`src/rtl/pulse_seq_pkg.sv`:
```
// Shared definitions for the pulse sequencer: default field width and FSM state encoding.
package pulse_seq_pkg;

  localparam int CW_DEF = 8;

  typedef logic [2:0] state_t;

  localparam state_t S_IDLE  = 3'd0;
  localparam state_t S_DELAY = 3'd1;
  localparam state_t S_HIGH  = 3'd2;
  localparam state_t S_LOW   = 3'd3;
  localparam state_t S_DONE  = 3'd4;

endpackage

```
`src/rtl/pulse_sequencer_if.sv`:
```
// Control/configuration and status bundle of the pulse sequencer.
interface pulse_sequencer_if import pulse_seq_pkg::*; #(
  parameter int CW = CW_DEF
) ();

  logic          on;
  logic          start;
  logic [CW-1:0] delay;
  logic [CW-1:0] width;
  logic [CW-1:0] gap;
  logic [CW-1:0] count;
  logic          signal;
  logic          busy;
  logic          done;
  logic          abort;

  modport master (
    output on, start, delay, width, gap, count,
    input  signal, busy, done, abort
  );

  modport slave (
    input  on, start, delay, width, gap, count,
    output signal, busy, done, abort
  );

endinterface

```
`src/rtl/pulse_sequencer_cycle_counter.sv`:
```
// Loadable down-counter that saturates at zero; times the DELAY, HIGH and LOW phases.
module cycle_counter import pulse_seq_pkg::*; #(
  parameter int CW = CW_DEF
) (
  input  logic          clock,
  input  logic          reset,
  input  logic          load_i,
  input  logic [CW-1:0] load_val_i,
  output logic          zero_o
);

  localparam logic [CW-1:0] ONE = {{(CW-1){1'b0}}, 1'b1};

  logic [CW-1:0] cnt_q;

  // Load has priority; otherwise count down and hold at zero.
  always_ff @(posedge clock) begin
    if (reset) begin
      cnt_q <= '0;
    end else if (load_i) begin
      cnt_q <= load_val_i;
    end else if (cnt_q != '0) begin
      cnt_q <= cnt_q - ONE;
    end
  end

  assign zero_o = (cnt_q == '0);

endmodule

```
`src/rtl/pulse_sequencer.sv`:
```
// Pulse-train sequencer: after an accepted start, waits `delay` cycles, then emits
// `count` pulses of `width` high cycles separated by `gap` low cycles.
//
//   state | meaning
//   IDLE  | waiting for start with on=1
//   DELAY | counting down the initial delay
//   HIGH  | signal high, counting pulse width
//   LOW   | signal low, counting inter-pulse gap
//   DONE  | one-cycle completion strobe
module pulse_sequencer import pulse_seq_pkg::*; #(
  parameter int CW = CW_DEF
) (
  input  logic             clock,
  input  logic             reset,
  pulse_sequencer_if.slave bus
);

  localparam logic [CW-1:0] ONE = {{(CW-1){1'b0}}, 1'b1};

  // Phase length minus one, with zero treated as a length of one.
  function automatic logic [CW-1:0] len_m1(input logic [CW-1:0] v);
    return (v == '0) ? '0 : v - ONE;
  endfunction

  state_t        state_q, state_d;
  logic [CW-1:0] rem_q, rem_d;
  logic [CW-1:0] wid_q, wid_d;
  logic [CW-1:0] gap_q, gap_d;
  logic          signal_q, busy_q, done_q, abort_q;
  logic          abort_d;
  logic          cnt_load;
  logic [CW-1:0] cnt_val;
  logic          cnt_zero;

  cycle_counter #(.CW(CW)) u_cnt (
    .clock      (clock),
    .reset      (reset),
    .load_i     (cnt_load),
    .load_val_i (cnt_val),
    .zero_o     (cnt_zero)
  );

  // Next-state, phase-timer load and remaining-pulse bookkeeping.
  always_comb begin
    state_d  = state_q;
    rem_d    = rem_q;
    wid_d    = wid_q;
    gap_d    = gap_q;
    abort_d  = 1'b0;
    cnt_load = 1'b0;
    cnt_val  = '0;
    case (state_q)
      S_IDLE: begin
        if (bus.start && bus.on) begin
          wid_d = len_m1(bus.width);
          gap_d = len_m1(bus.gap);
          rem_d = bus.count;
          if (bus.count == '0) begin
            state_d = S_DONE;
          end else if (bus.delay == '0) begin
            state_d  = S_HIGH;
            cnt_load = 1'b1;
            cnt_val  = len_m1(bus.width);
          end else begin
            state_d  = S_DELAY;
            cnt_load = 1'b1;
            cnt_val  = bus.delay - ONE;
          end
        end
      end
      S_DELAY, S_LOW: begin
        if (!bus.on) begin
          abort_d = 1'b1;
        end else if (cnt_zero) begin
          state_d  = S_HIGH;
          cnt_load = 1'b1;
          cnt_val  = wid_q;
        end
      end
      S_HIGH: begin
        // Abort is checked first so it wins over completion on the last high cycle.
        if (!bus.on) begin
          abort_d = 1'b1;
        end else if (cnt_zero) begin
          if (rem_q <= ONE) begin
            state_d = S_DONE;
            rem_d   = '0;
          end else begin
            state_d  = S_LOW;
            rem_d    = rem_q - ONE;
            cnt_load = 1'b1;
            cnt_val  = gap_q;
          end
        end
      end
      S_DONE:  state_d = S_IDLE;
      default: state_d = S_IDLE;
    endcase
    if (abort_d) begin
      state_d = S_IDLE;
      rem_d   = '0;
    end
  end

  // State, latched configuration and registered outputs; reset overrides everything.
  always_ff @(posedge clock) begin
    if (reset) begin
      state_q  <= S_IDLE;
      rem_q    <= '0;
      wid_q    <= '0;
      gap_q    <= '0;
      signal_q <= 1'b0;
      busy_q   <= 1'b0;
      done_q   <= 1'b0;
      abort_q  <= 1'b0;
    end else begin
      state_q  <= state_d;
      rem_q    <= rem_d;
      wid_q    <= wid_d;
      gap_q    <= gap_d;
      signal_q <= (state_d == S_HIGH);
      busy_q   <= (state_d != S_IDLE);
      done_q   <= (state_d == S_DONE);
      abort_q  <= abort_d;
    end
  end

  assign bus.signal = signal_q;
  assign bus.busy   = busy_q;
  assign bus.done   = done_q;
  assign bus.abort  = abort_q;

endmodule

```
`src/flat_wrapper.sv`:
```
// flat-port wrapper written by rule: the top's interface ports become plain ports
module pulse_sequencer_flat import pulse_seq_pkg::*;
#(
  parameter int CW = CW_DEF
)
  (clock, reset, bus_on, bus_start, bus_delay, bus_width, bus_gap, bus_count, bus_signal, bus_busy, bus_done, bus_abort);
  pulse_sequencer_if #(.CW(CW)) bus_i ();
  input  logic clock;
  input  logic reset;
  input wire logic [$bits(bus_i.on)-1:0] bus_on;
  input wire logic [$bits(bus_i.start)-1:0] bus_start;
  input wire logic [$bits(bus_i.delay)-1:0] bus_delay;
  input wire logic [$bits(bus_i.width)-1:0] bus_width;
  input wire logic [$bits(bus_i.gap)-1:0] bus_gap;
  input wire logic [$bits(bus_i.count)-1:0] bus_count;
  output wire logic [$bits(bus_i.signal)-1:0] bus_signal;
  output wire logic [$bits(bus_i.busy)-1:0] bus_busy;
  output wire logic [$bits(bus_i.done)-1:0] bus_done;
  output wire logic [$bits(bus_i.abort)-1:0] bus_abort;
  assign bus_i.on = bus_on;
  assign bus_i.start = bus_start;
  assign bus_i.delay = bus_delay;
  assign bus_i.width = bus_width;
  assign bus_i.gap = bus_gap;
  assign bus_i.count = bus_count;
  assign bus_signal = bus_i.signal;
  assign bus_busy = bus_i.busy;
  assign bus_done = bus_i.done;
  assign bus_abort = bus_i.abort;
  pulse_sequencer #(.CW(CW)) u_core (.clock(clock), .reset(reset), .bus(bus_i));
endmodule
```
`config.mk`:
```
export PLATFORM = sky130hd
export DESIGN_NAME = pulse_sequencer_flat
export DESIGN_NICKNAME = d
export VERILOG_FILES = /design/src/rtl/pulse_seq_pkg.sv /design/src/rtl/pulse_sequencer_if.sv /design/src/rtl/pulse_sequencer_cycle_counter.sv /design/src/rtl/pulse_sequencer.sv /design/src/flat_wrapper.sv
export SDC_FILE = /design/constraint.sdc
export NUM_CORES = 1
export LEC_CHECK = 0
export CAP_MARGIN = 5
export CORE_MARGIN = 2
export CORE_UTILIZATION = 40
export DETAILED_ROUTE_END_ITERATION = 8
export PLACE_DENSITY = 0.64
export SETUP_SLACK_MARGIN = 0.5
export SYNTH_ARGS = -nofsm -noshare
export SYNTH_HDL_FRONTEND = slang
export SYNTH_SLANG_ARGS = --single-unit
export TNS_END_PERCENT = 5
```
`constraint.sdc`:
```
create_clock -name clock -period 2.9 [get_ports clock]
set_input_delay 0.58 -clock clock [delete_from_list [all_inputs] [get_ports clock]]
set_output_delay 0.58 -clock clock [all_outputs]
set_load 0.005 [all_outputs]
```
==> results_dict.tcl, run 1 <==
set metrics [dict create \
    p_per_area_mw_per_mm2 605 \
    muxShareOfSynthArea_pct 1.19 \
    crit_path_end_kind "flop" \
    coreArea_mm2 0.00603 \
    die_x_um 83.5 \
    antenna_cells 0 \
    rrSetupSlack_ns 0.65 \
    syn_inst 326 \
    hold_viol_final 0 \
    numCtsBuffers 5 \
    final_antenna_net_count 0 \
    clk_pin_slew_ns 0.08 \
    setup_viol 0 \
    syn2layout_area_growth_pct 26.3 \
    final_nets 416 \
    grt_pass1_wl_um 11400 \
    synth_area_leaders "dfxtp_1, nor2_1, nand2_1" \
    clock_skew_ns 0.00961 \
    tritoncts "yes" \
    rsz0062_at_grt "yes" \
    cp-start-kind "primary input" \
    ys_async_sr_fraction_pct 0 \
    yosys.area_share.xor_xnor_pct 4.85 \
    drtPass1Iterations 5 \
    ys_seq_area_share_pct 30.9 \
    drv_slew 0 \
    critPathMaxStageDelay_ns 0.55 \
    syn-cell-area_mm2 0.00253 \
    ir_drop_v 0.000347 \
    cap_violations 0 \
    drt-initial-drc-count 139 \
    multi_input_area_mm2 0.00164 \
    crit_buf_inv 1 \
    ys_ff_latch 39 \
    required_ns 3.10 \
    hp-class "reg -> reg" \
    first_global_vias 2460 \
    drc 0 \
    wirelength_um 6680 \
    syn_avg_cell_area_um2 7.76 \
    grt_max_degree 25 \
    synth_top_family_by_area "compound AO/OA/AOI/OAI gates" \
    p_leak_nw 1.21 \
    yosys.area_share.simple_pct 26.7 \
    synth_nets 371 \
    synth-adder-area-share_pct 4.45 \
    clock_latency_ns 0.29 \
    crit_path_max_fanout 3 \
    final.setup.tns_ns 0 \
    cts.sinks 39 \
    ctsResizeCount 0 \
    drive_above_1_share_pct 8.33 \
    ys_types 56 \
    vias_per_cell 5.86 \
    clockRootBuffer "clkbuf_8" \
    rows 28 \
    slew_headroom_pct 58.7 \
    grt_overflow 0 \
    synth_edf_count 0 \
    hold_buffers 0 \
    vias 2620 \
    start_util_pct 42.0 \
    synthFlopType "dfxtp_1" \
    dp_hpwl_um 5020 \
    dieHeight_um 83.5 \
    worstPathCellList "clkdlybuf4s50_1, or4_1, nor2_1, nor3_1, o31ai_1, a21bo_2" \
    path_delay_family "simple AND/OR/NAND/NOR gates" \
    gp_congestion 0.853 \
    clock_path_buffers 2 \
    synth_compound_area_share_pct 27.4 \
    numPortBuffers 39 \
    wl_per_cell_um 15.0 \
    grt_usage_pct 19.7 \
    path_class "in -> reg" \
    cp_data_arrival_time_ns 2.51 \
    fmax_mhz 432 \
    dieArea_mm2 0.00697 \
    synth_top_area_share_pct 30.9 \
    postLayoutCoreUtil_pct 53.0 \
    ioPinCount 40 \
    synth_warnings 0 \
    min_period_over_period_pct 79.8 \
    period_minus_slack_ns 2.31 \
    cts_setup_buffers 0 \
    antenna_found_initial 0 \
    htree_num_levels 2 \
    synth_top_cell_by_area "dfxtp_1" \
    tightestPinTransition_ns 0.613 \
    fillers 589 \
    seqCellArea_um2 781 \
    outcome "complete, no violations" \
    cp_slowest_cell "or4_1" \
]
[where the power goes]
group          internal, mW  total [mW]  switching [mW]
registers             0.611       0.690          0.0791
logic                 0.337       0.709           0.372
clock network         0.344       0.534           0.190
total                  1.29        1.93           0.640
[stage by stage]
step / total power [mW] / setup WS, ns / hold WS, ns / instance area [µm²] / std cells
detailed placement: 1.40 / 0.270 / 0.450 / 3050 / 439
CTS: 1.94 / 0.583 / 0.460 / 3180 / 447
global placement: 1.39 / 0.357 / 0.444 / 3050 / 439
finish: 1.93 / 0.587 / 0.455 / 3190 / 447
floorplan: 1.20 / 0.755 / 0.436 / 2530 / 326
global route: 2.07 / 0.487 / 0.484 / 3190 / 447
[worst reg2reg max path, cell delays in order (launching register included)]
cell      delay [ns]
dfxtp_1         0.36
or4_4           0.57
or3_4           0.42
a211o_4         0.36
a222oi_1        0.34
a21oi_1         0.10
[sequential cells by signal, summed over array words and instances (netlist names)]
register	count
u_core.rem_q	8
u_core.u_cnt.cnt_q	8
u_core.bus.abort	1
u_core.bus.busy	1
u_core.gap_q	8
u_core.wid_q	8
u_core.bus.done	1
u_core.bus.signal	1
u_core.state_q	3
[layout make-up]
cell class / instances / area share (%)
Multi-Input combinational cell: 257 / 51.4
Sequential cell: 39 / 24.5
Timing Repair Buffer: 51 / 15.0
Tap cell: 75 / 2.94
Clock buffer: 6 / 2.27
Inverter: 17 / 2.00
Clock inverter: 2 / 1.88
[worst paths after layout]
path                            cells past startpoint                  start                    end
worst max-delay path                                6           bus_count[2]        u_core.bus.busy
worst min-delay path                                2        u_core.wid_q[1]        u_core.wid_q[1]
worst max register to register                      5  u_core.u_cnt.cnt_q[2]  u_core.u_cnt.cnt_q[7]
worst min register to register                      2        u_core.wid_q[1]        u_core.wid_q[1]
[cell families after synthesis]
family / after synthesis
compound gates: 96
xor+xnor: 14
fa+ha+maj: 9
buf+inv: 30
flops: 39
mux: 3
simple gates: 135
[layout by cell type (no fill, tap or decap), types with 10 or more instances in the layout]
cell / count
dfxtp_1: 39
a21oi_1: 23
nor3_1: 10
clkdlybuf4s50_1: 39
nor4_1: 10
inv_1: 17
nand3_1: 10
nor2_1: 39
buf_4: 12
nand2_1: 37
[cells in the mapped netlist, drive strengths merged (7+ instances only)]
master and instances:
dfxtp 39, nor2 39, nand2 37, a21oi 23, inv 17, clkbuf 10
nand3 10, nor3 10, nor4 10, o21ai 10, ha 9, xnor2 8
a2bb2oi 7, a31oi 7, o31ai 7
[per-layer routing]
layer / vias to the layer above / global-route usage [%] / routed length [µm]
met1: 1230 / 25.0 / 3070
met3: 4 / 4.95 / 361
li1: 1307 / - / -
met2: 79 / 33.0 / 3200
met4: 0 / 6.01 / 53
met5: - / 0 / 0
(Power assumes the default switching activity.)
==> run 2, diff against run 1 <==
PLACE_DENSITY = 0.67   (was 0.64)
clock period = 1.9 ns   (was 2.9 ns; I/O delays follow)
==> run 2 against run 1 <==
  * The flow now finishes with violations (setup timing)
  * Critical path depth is 1 lower
  * Non-clock buffer count grew 83
  * Count of clock-buffer cells in the layout did not move
  * Flip-flop and latch count stayed put
  * Sequential power increased by 48%
  * Critical endpoint is now u_core.u_cnt.cnt_q[7]
  * Setup slack lost 0.74 ns
  * Largest power group unchanged
  * Combinational power grew 120%
==> results_dict.tcl, run 2 (synthesis gave the netlist of run 1 again) <==
set metrics [dict create \
    outcome "finished, violations left" \
    violations "setup timing" \
    worstPathCellList "or4_4, or3_4, a211o_4, a222oi_1, a21oi_1" \
    dp_slack_ns -0.424 \
    hp-class "reg -> reg" \
    wirelength_um 8210 \
    p_per_area_mw_per_mm2 768 \
    crit_path_end_kind "flop" \
    tightestPinTransition_ns 0.511 \
    fmax_mhz 486 \
    fillers 511 \
    p_leak_nw 1.70 \
    setup_ws_ns -0.157 \
    cts.sinks 39 \
    clockRootBuffer "clkbuf_8" \
    coreArea_mm2 0.00603 \
    final.setup.tns_ns -0.615 \
    numCtsBuffers 5 \
    ir_drop_v 0.000480 \
    multi_input_area_mm2 0.00197 \
    cap_violations 0 \
    crit_buf_inv 0 \
    tritoncts "yes" \
    cp.depth 5 \
    htree_num_levels 2 \
    grt_pass1_wl_um 13000 \
    mostFrequentLayoutCells "buf_4, nand2_1, dfxtp_1" \
    dp_hpwl_um 5940 \
    setup_viol 12 \
    seqCellArea_um2 786 \
    syn2layout_area_growth_pct 62.2 \
    drtPass1Iterations 8 \
    grt_max_degree 25 \
    antenna_cells 0 \
    placed_area_mm2 0.00368 \
    dieArea_mm2 0.00697 \
    cp_slowest_cell "or4_4" \
    critPathMaxStageDelay_ns 0.54 \
    grt_usage_pct 22.5 \
    vias 3036 \
    die_x_um 83.5 \
    rsz0062_at_grt "yes" \
    first_global_vias 2894 \
    hold_buffers 0 \
    dieHeight_um 83.5 \
    slew_headroom_pct 65.6 \
    final_nets 499 \
    drt-initial-drc-count 150 \
    path_delay_family "simple AND/OR/NAND/NOR gates" \
    min_period_over_period_pct 108 \
    clock_skew_ns 0.00786 \
    crit_path_max_fanout 3 \
    drive_above_1_share_pct 38.2 \
    drv_slew 0 \
    final_cell_area_mm2 0.00410 \
    gp_congestion 0.875 \
    required_ns 2.07 \
    hold_depth 2 \
    period_minus_slack_ns 2.06 \
    hold_viol_final 0 \
    vias_per_cell 5.73 \
    numPortBuffers 39 \
    ioPinCount 40 \
    path_class "reg -> reg" \
    cp_data_arrival_time_ns 2.23 \
    cp-start-kind "flop" \
    final_common_cell "buf_4" \
    hold_ws_ns 0.464 \
    reg2regPathDepth 5 \
    grt_overflow 0 \
    postLayoutCoreUtil_pct 68.1 \
    final_antenna_net_count 0 \
    start_util_pct 42.0 \
    clock_latency_ns 0.29 \
    clk_pin_slew_ns 0.07 \
    rows 28 \
    drc 0 \
    wl_per_cell_um 15.5 \
    antenna_found_initial 0 \
    clock_path_buffers 2 \
]
==> run 2: area by class of cell <==
cell class | count | area share, %
repair buffers | 134 | 26.9
inverters | 17 | 1.62
multi-input cells | 257 | 47.9
flip-flops and latches | 39 | 19.2
well taps | 75 | 2.29
clock buffers | 6 | 1.77
clock inverters | 2 | 0.305
==> run 2: metal layers <==
layer	routed length (µm)	GRT usage (%)	part of all wire [%]	vias up
met3	419	4.06	5.1	11
met2	4390	42.2	53	110
met5	0	0	0	-
li1	-	-	-	1476
met1	3290	26.1	40	1439
met4	109	6.30	1.3	0
==> run 2: path summary, 6_finish.rpt <==
| path | startpoint | slack (ns) | to |
|---|---|---|---|
| worst min register to register | u_core.wid_q[0] | 0.46 | u_core.wid_q[0] |
| worst max register to register | u_core.u_cnt.cnt_q[5] | -0.16 | u_core.u_cnt.cnt_q[7] |
| worst max-delay path | u_core.u_cnt.cnt_q[5] | -0.16 | u_core.u_cnt.cnt_q[7] |
| worst min-delay path | u_core.wid_q[0] | 0.46 | u_core.wid_q[0] |
==> run 2: where the power goes <==
group          internal [mW]  switching (mW)  total [mW]  leakage, nW
sequential             0.935          0.0848        1.02        0.321
combinational          0.789           0.787        1.58         1.34
clock                  0.257           0.296       0.553       0.0412
==> run 2: worst min-delay path, stage by stage (launching register included) <==
cell and delay, ns:
dfxtp_1 0.31, nand2_1 0.05, a21oi_1 0.05
==> run 2: per-stage QoR <==
stage	power, mW	std cells
2_1_floorplan	1.84	326
3_3_place_gp	2.41	521
3_5_place_dp	2.43	521
4_1_cts	3.06	530
5_1_grt	3.33	530
6_report	3.15	530
==> run 2: repair_timing <==
action / CTS / global route
pin swaps: 27 / 26
buffers inserted: 1 / 0
cloned: 0 / 0
resized for setup: 78 / 41
setup endpoints to repair: 42 / 38
==> run 3, diff against run 2 <==
CORE_ASPECT_RATIO = 1.5   (was unset)
HOLD_SLACK_MARGIN = 0.1   (was unset)
==> run 3 against run 2 <==
  * The flow still finishes with violations (setup timing)
  * Fmax about the same
  * Power up 4.8%
  * Via count down 0.79%
  * Wire length up 0.35%
  * Worst hold slack worse by 0.0026 ns
  * Die area up 0.18%
  * Non-clock buffer count up 3
  * Final area down 1.6%
  * Flip-flop and latch count unchanged
  * Setup slack better by 0.0015 ns
==> results_dict.tcl, run 3 (synthesis gave the netlist of run 1 again) <==
set metrics [dict create \
    syn2layout_area_growth_pct 59.5 \
    antenna_cells 0 \
    reg2regPathDepth 5 \
    setup_viol 17 \
    hold_depth 2 \
    rrSetupSlack_ns -0.16 \
    final_nets 502 \
    drv_slew 0 \
    path_class "reg -> reg" \
    setup_ws_ns -0.156 \
    tritoncts "yes" \
    grt_max_degree 25 \
    p_leak_nw 1.70 \
    final_antenna_net_count 0 \
    ir_drop_v 0.000510 \
    ioPinCount 40 \
    numPortBuffers 39 \
    crit_path_max_fanout 4 \
    violations "setup timing" \
    gp_congestion 0.904 \
    start_util_pct 41.2 \
    die_x_um 68.9 \
    grt_usage_pct 25.0 \
    antenna_found_initial 0 \
    numCtsBuffers 5 \
    mostFrequentLayoutCells "buf_4, nand2_1, dfxtp_1" \
    hold_viol_final 0 \
    min_period_over_period_pct 108 \
    tightestPinTransition_ns 0.501 \
    period_minus_slack_ns 2.06 \
    rsz0062_at_grt "yes" \
    dieArea_mm2 0.00699 \
    cap_violations 0 \
    critPathMaxStageDelay_ns 0.52 \
    outcome "finished, violations left" \
    seqCellArea_um2 787 \
    worstPathCellList "or4_4, or3_4, a211o_4, a222oi_1, a21oi_1" \
    vias_per_cell 5.67 \
    wirelength_um 8240 \
    cts.sinks 39 \
    wl_per_cell_um 15.5 \
    final_common_cell "buf_4" \
    hold_ws_ns 0.461 \
    required_ns 2.07 \
    htree_num_levels 2 \
    worst_r2r_endpoint "u_core.u_cnt.cnt_q[7]" \
    cp-start-kind "flop" \
    slew_headroom_pct 66.3 \
    clk_pin_slew_ns 0.07 \
    drtPass1Iterations 4 \
    instances_no_fill 531 \
    dp_hpwl_um 6290 \
    hold_buffers 0 \
    hp-class "reg -> reg" \
    p_per_area_mw_per_mm2 818 \
    vias 3012 \
    clock_path_buffers 2 \
    clockRootBuffer "clkbuf_8" \
    cp_data_arrival_time_ns 2.22 \
    coreArea_mm2 0.00613 \
    dp_slack_ns -0.469 \
    dieHeight_um 101 \
    drc 0 \
    hp-start "u_core.wid_q[0]" \
    whs_endpoint "u_core.wid_q[0]" \
    fillers 548 \
    clock_latency_ns 0.29 \
    grt_overflow 0 \
    grt_pass1_wl_um 13500 \
    dp.cells 523 \
    rows 35 \
    drive_above_1_share_pct 34.6 \
    multi_input_area_mm2 0.00186 \
    clock_skew_ns 0.00886 \
    first_global_vias 3076 \
    cp_slowest_cell "or4_4" \
    timing.rr.start "u_core.u_cnt.cnt_q[3]" \
    drt-initial-drc-count 145 \
    crit_path_end_kind "flop" \
    fmax_mhz 486 \
]
-- run 3: changes by cell type in the layout (fill, tap and decap cells not counted), sizes merged --
cell           delta
buf               +2
clkdlybuf4s15     +3
dlygate4sd2       -3
clkdlybuf4s50     +3
clkinv            -1
bufinv            +1
clkinvlp          -1
clkbuf            -2
-- run 3: worst max-delay path, delay by kind of cell (launching register included) --
kind	cells	cell delay [ns]
simple gates	2	0.87
flops	1	0.35
compound gates	3	0.72
-- run 3: per-layer routing --
metal	wire length, µm	track usage [%]
met3	308	4.44
met4	281	10.1
met5	0	0
met1	2980	25.3
met2	4670	48.2
-- run 3: final cells by class --
type / count / area share, %
clock inverters: 1 / 0.744
multi-input cells: 257 / 46.2
repair buffers: 137 / 27.9
flip-flops and latches: 39 / 19.5
clock buffers: 6 / 1.80
inverters: 17 / 1.58
well taps: 74 / 2.30
-- run 3: per-stage QoR --
stage	total power [mW]	utilization [%]	setup TNS, ns	area, µm²
6_report	3.30	65.8	-1.01	4030
5_1_grt	3.50	65.8	-2.44	4030
4_1_cts	3.23	64.5	-0.801	3950
3_5_place_dp	2.49	60.4	-12.62	3700
3_3_place_gp	2.47	60.4	-11.12	3700
2_1_floorplan	1.84	-	-0.328	2540
-- run 3: power by group --
part	switching, mW	internal, mW
clock	0.290	0.385
sequential	0.0888	0.940
combinational	0.779	0.816
total	1.16	2.14
-- run 3: timing repair --
item,CTS,global route
setup endpoints to repair,42,38
pin swaps,28,10
endpoints found under the hold margin,0,0
setup buffers,1,0
gates resized for setup,68,15
-- run 3: worst max path at each step --
| stage | startpoint | slack (ns) | to |
|---|---|---|---|
| floorplan | u_core.u_cnt.cnt_q[5] | -0.10 | u_core.u_cnt.cnt_q[7] |
| global placement | bus_on | -0.43 | u_core.u_cnt.cnt_q[0] |
| detailed placement | bus_on | -0.47 | u_core.u_cnt.cnt_q[0] |
| CTS | u_core.u_cnt.cnt_q[3] | -0.18 | u_core.u_cnt.cnt_q[7] |
| global route | u_core.u_cnt.cnt_q[5] | -0.22 | u_core.rem_q[1] |
| finish | u_core.u_cnt.cnt_q[3] | -0.16 | u_core.u_cnt.cnt_q[7] |
==> variant 1 (flow settings as in run 3) <==
The package constant `CW_DEF` goes from 8 to 4.
--- a/src/rtl/pulse_seq_pkg.sv
+++ b/src/rtl/pulse_seq_pkg.sv
@@ -3,3 +3,3 @@
 
-  localparam int CW_DEF = 8;
+  localparam int CW_DEF = 4;
 
Interface: changed (resized bus_count, bus_delay, bus_gap and bus_width); port bits go from 40 to 24. The function was not compared with the original's and may differ.
==> variant 1 against run 3 <==
  * Sequential cell count fell by 16
  * Die area fell by 41%
  * Worst setup slack improved by 0.32 ns
  * Wire length decreased by 53%
  * Area after synthesis decreased by 43%
  * Global-route usage down 4.2 points
  * Clock skew fell by 0.0066 ns
  * Power fell by 45%
  * Final area is 46% lower
  * Sequential share of layout area increased by 2.0 points
  * Critical path type is now in -> reg
==> variant 1: results (changes against run 3) <==
status=complete, no violations (was finished, violations left); mux cell area share after synthesis=2.069% (was 1.188%); Net count, final=263 (was 502); final setup skew=0.002274 ns (was 0.008855 ns); part of the Yosys area used for sequential elements=31.72% (was 30.88%); Syn. warnings=0 (unchanged); I/O Buffers=23 (was 39); DR WL met3=93 um (was 308 um); Clock transition at path regs=0.08 ns; vias per inst=5.437 (was 5.672); maximum VDD drop=453.9 uV (was 509.7 uV); met2 Track Usage GR=40.63% (was 48.15%); Placed Area=1981 um2 (was 3701 um2); FFs w/ async S/R, synth=0% (unchanged); DP Wirelength=2905 um (was 6291 um); predominant post-synthesis flop cell=dfxtp_1 (unchanged); post-synthesis xor/xnor area fraction=2.414% (was 4.849%); cell row count=26 (was 35); gpl congestion=0.8496 (was 0.9039); Synth Area in Compound Gates=25.26% (was 27.36%); DRT Wirelength=3875 um (was 8237 um); number of buffers created by CTS=3 (was 5); routed metal-1 wire length=1496 um (was 2976 um); met1 track demand over resource=21.19% (was 25.33%); DR iter-0 viols=30 (was 145); P_leak=0.8901 nW (was 1.697 nW); grt met3 use=2.115% (was 4.444%); share of cells above drive strength 1=35.74% (was 34.57%); vias in the first global route=1588 (was 3076); DR WL met2=2199 um (was 4670 um); fin cells=277 (was 531); CTS H-tree lvls=1 (was 2); largest cells by area after synthesis=dfxtp_1 (32%), nor2_1 (6.7%), ha_1 (6.0%) (was dfxtp_1 (31%), nor2_1 (5.8%), nand2_1 (5.5%)); count of cell types in the netlist=50 (was 56); first-pass GRT wire length=6644 um (was 13490 um); Mapped Cells=178 (was 326); most frequent cells after synthesis=nor2_1 (26), dfxtp_1 (23), inv_1 (13), nand2_1 (12), a21oi_1 (11) (was dfxtp_1 (39), nor2_1 (39), nand2_1 (37), a21oi_1 (23), inv_1 (17)); Tot GR Track Use=20.87% (was 25.04%); Mapped Nets=205 (was 371); critical path peak fanout=5 (was 4); largest net degree at the start of global routing=15 (was 25); Synth Area in Adders=6.034% (was 4.453%); clk_lat worst skew=0.27 ns (was 0.29 ns); worst slew pin tran=0.3946 ns (was 0.5010 ns); Placed Cells=265 (was 523); critical path arrival=1.90 ns (was 2.22 ns)
==> variant 1: kinds of logic (layout without fill, tap and decap cells) <==
family          count (synthesis)  after routing
simple gates                   71             71
compound gates                 49             49
flops                          23             23
buf+inv                        21             78
fa+ha+maj                       7              7
xor+xnor                        4              4
mux                             3              3
==> variant 1: repair_timing <==
action / 4_1_cts / 5_1_grt
cloned: 1 / 0
pin swaps: 15 / 1
resized for setup: 33 / 2
endpoints found under the setup margin: 26 / 26
hold endpoints to repair: 0 / 0
buffers inserted: 6 / 1
==> variant 1: power by group <==
part	total [W]	internal (W)	switching, W
Combinational	0.000856	0.000432	0.000424
Clock	0.000314	0.000147	0.000167
Sequential	0.000635	0.000562	0.0000723
==> variant 1: through the flow <==
step                      setup WS [ns]  total power (W)  setup TNS (ns)
after floorplan                  0.3003         0.001183               0
after global placement          -0.2124         0.001397          -1.485
after detailed placement        -0.2984         0.001426          -2.190
after CTS                        0.1830         0.001795               0
after global routing             0.1021         0.001924               0
final                            0.1685         0.001804               0
==> variant 1: final timing paths <==
path         cells after the start             startpoint                     to  slack [ns]
min reg2reg                      2        u_core.wid_q[0]        u_core.wid_q[0]        0.46
max                              6           bus_count[2]  u_core.u_cnt.cnt_q[0]        0.17
max reg2reg                      8  u_core.u_cnt.cnt_q[1]      u_core.bus.signal        0.18
min                              2        u_core.wid_q[0]        u_core.wid_q[0]        0.46
==> variant 1: layout make-up <==
type                    count  area [um2]
clock inverters             1       5.005
repair buffers             61       520.5
fillers                   318        1276
well taps                  42       52.55
multi-input cells         134        1036
inverters                  13       48.80
flip-flops and latches     23       467.9
clock buffers               3       41.29
==> variant 1: worst max-delay path, stage by stage <==
cell and delay, ns:
dlygate4sd2_1 0.24, or4_4 0.53, nand4_1 0.20, buf_6 0.15, o211ai_1 0.09, a221oi_1 0.30
==> variant 2 (settings of run 3) <==
Made on the original files. Reset style: asynchronous (`reset`), changed in 2 clocked blocks.
--- a/src/rtl/pulse_sequencer_cycle_counter.sv
+++ b/src/rtl/pulse_sequencer_cycle_counter.sv
@@ -16,3 +16,3 @@
   // Load has priority; otherwise count down and hold at zero.
-  always_ff @(posedge clock) begin
+  always_ff @(posedge clock or posedge reset) begin
     if (reset) begin
--- a/src/rtl/pulse_sequencer.sv
+++ b/src/rtl/pulse_sequencer.sv
@@ -105,3 +105,3 @@
   // State, latched configuration and registered outputs; reset overrides everything.
-  always_ff @(posedge clock) begin
+  always_ff @(posedge clock or posedge reset) begin
     if (reset) begin
Behaviour: differs if reset is asserted again (counterexample within 4 cycles, from zero or initial values and one cycle with reset high); with reset held inactive, the same outputs for 10 cycles.
==> variant 2 against run 3 <==
  * The run still ends with setup timing left
  * Sequential cell count did not move
  * Area after synthesis rose by 4.4%
  * Power rose by 12%
  * Final area rose by 9.6%
  * Sequential share of layout area rose by 2.6 points
  * Worst setup slack got worse by 0.14 ns
  * Via count fell by 1.1%
  * Wire length rose by 6.9%
  * Critical path type unchanged
  * Critical endpoint is now u_core.bus.signal
==> variant 2: results (changes against run 3) <==
number of clock buffers in the layout=5 (was 6); DR WL met3=253 um (was 308 um); first-pass GRT wire length=14280 um (was 13490 um); Placed Area=3881 um2 (was 3701 um2); Synth Area in Adders=4.265% (was 4.453%); well tap count=76 (was 74); met2 Track Usage GR=48.11% (was 48.15%); maximum VDD drop=464.1 uV (was 509.7 uV); FFs w/ async S/R, synth=100.0% (was 0%); post-cts repair resize count=85 (was 68); final instance area=4419 um2 (was 4034 um2); # setup viols final=20 (was 17); Seq area share=22.08% (was 19.51%); critical path arrival=2.39 ns (was 2.22 ns); met1 track demand over resource=24.19% (was 25.33%); R2R Path End=u_core.bus.signal (was u_core.u_cnt.cnt_q[7]); worst setup margin=-0.2960 ns (was -0.1555 ns); clock network share of area=2.010% (was 2.543%); Placed Cells=509 (was 523); DR iter-0 viols=152 (was 145); vias in the first global route=3157 (was 3076); non-clk buf share=29.13% (was 27.88%); Net count, final=493 (was 502); Synth Area in Compound Gates=22.65% (was 27.36%); max_slew headroom=67.02% (was 66.29%); min-delay src=bus_gap[0] (was u_core.wid_q[0]); via count=2979 (was 3012); Mapped Cells=296 (was 326); Min-Delay Path Class=in -> reg (was reg -> reg); Non-clk bufs=151 (was 137); share of cells above drive strength 1=44.32% (was 34.57%); Hold Path Stages=3 (was 2); pre-CTS setup slack=-0.7031 ns (was -0.4693 ns); status=finished, violations left (unchanged); Filler Cell Count=478 (was 548); DR WL met2=5137 um (was 4670 um); predominant post-synthesis flop cell=dfrtp_1 (was dfxtp_1); multi-input gate share of the layout cell area=43.37% (was 46.18%); failing checks=setup timing (unchanged); most frequent cells after synthesis=dfrtp_1 (39), nor2_1 (29), nand2_1 (27), o21ai_0 (20), inv_1 (14) (was dfxtp_1 (39), nor2_1 (39), nand2_1 (37), a21oi_1 (23), inv_1 (17))
[variant 2: changes by cell type after synthesis, moves of 6 or more]
| cell | change |
|---|---|
| dfrtp_1 | +39 |
| clkbuf_1 | -6 |
| a2bb2oi_1 | -7 |
| dfxtp_1 | -39 |
| a21oi_1 | -13 |
| nor2_1 | -10 |
| nand2_1 | -10 |
| or3_1 | +7 |
| o21ai_0 | +11 |
[variant 2: cell families (layout without fill, tap and decap cells)]
group / count (synthesis) / in the layout
buffers and inverters: 20 / 173
AND/OR/NAND/NOR: 120 / 120
AO/OA/AOI/OAI: 85 / 85
multiplexers: 8 / 8
XOR/XNOR: 15 / 15
flip-flops: 39 / 39
adder cells (fa/ha/maj): 9 / 9
[variant 2: power breakdown]
group	switching, W	internal [W]	leakage [nW]	total, W
Combinational	0.000876	0.000974	1.46	0.00185
Sequential	0.000182	0.00107	0.486	0.00125
Clock	0.000336	0.000256	0.0402	0.000592
Total	0.00139	0.00230	1.98	0.00369
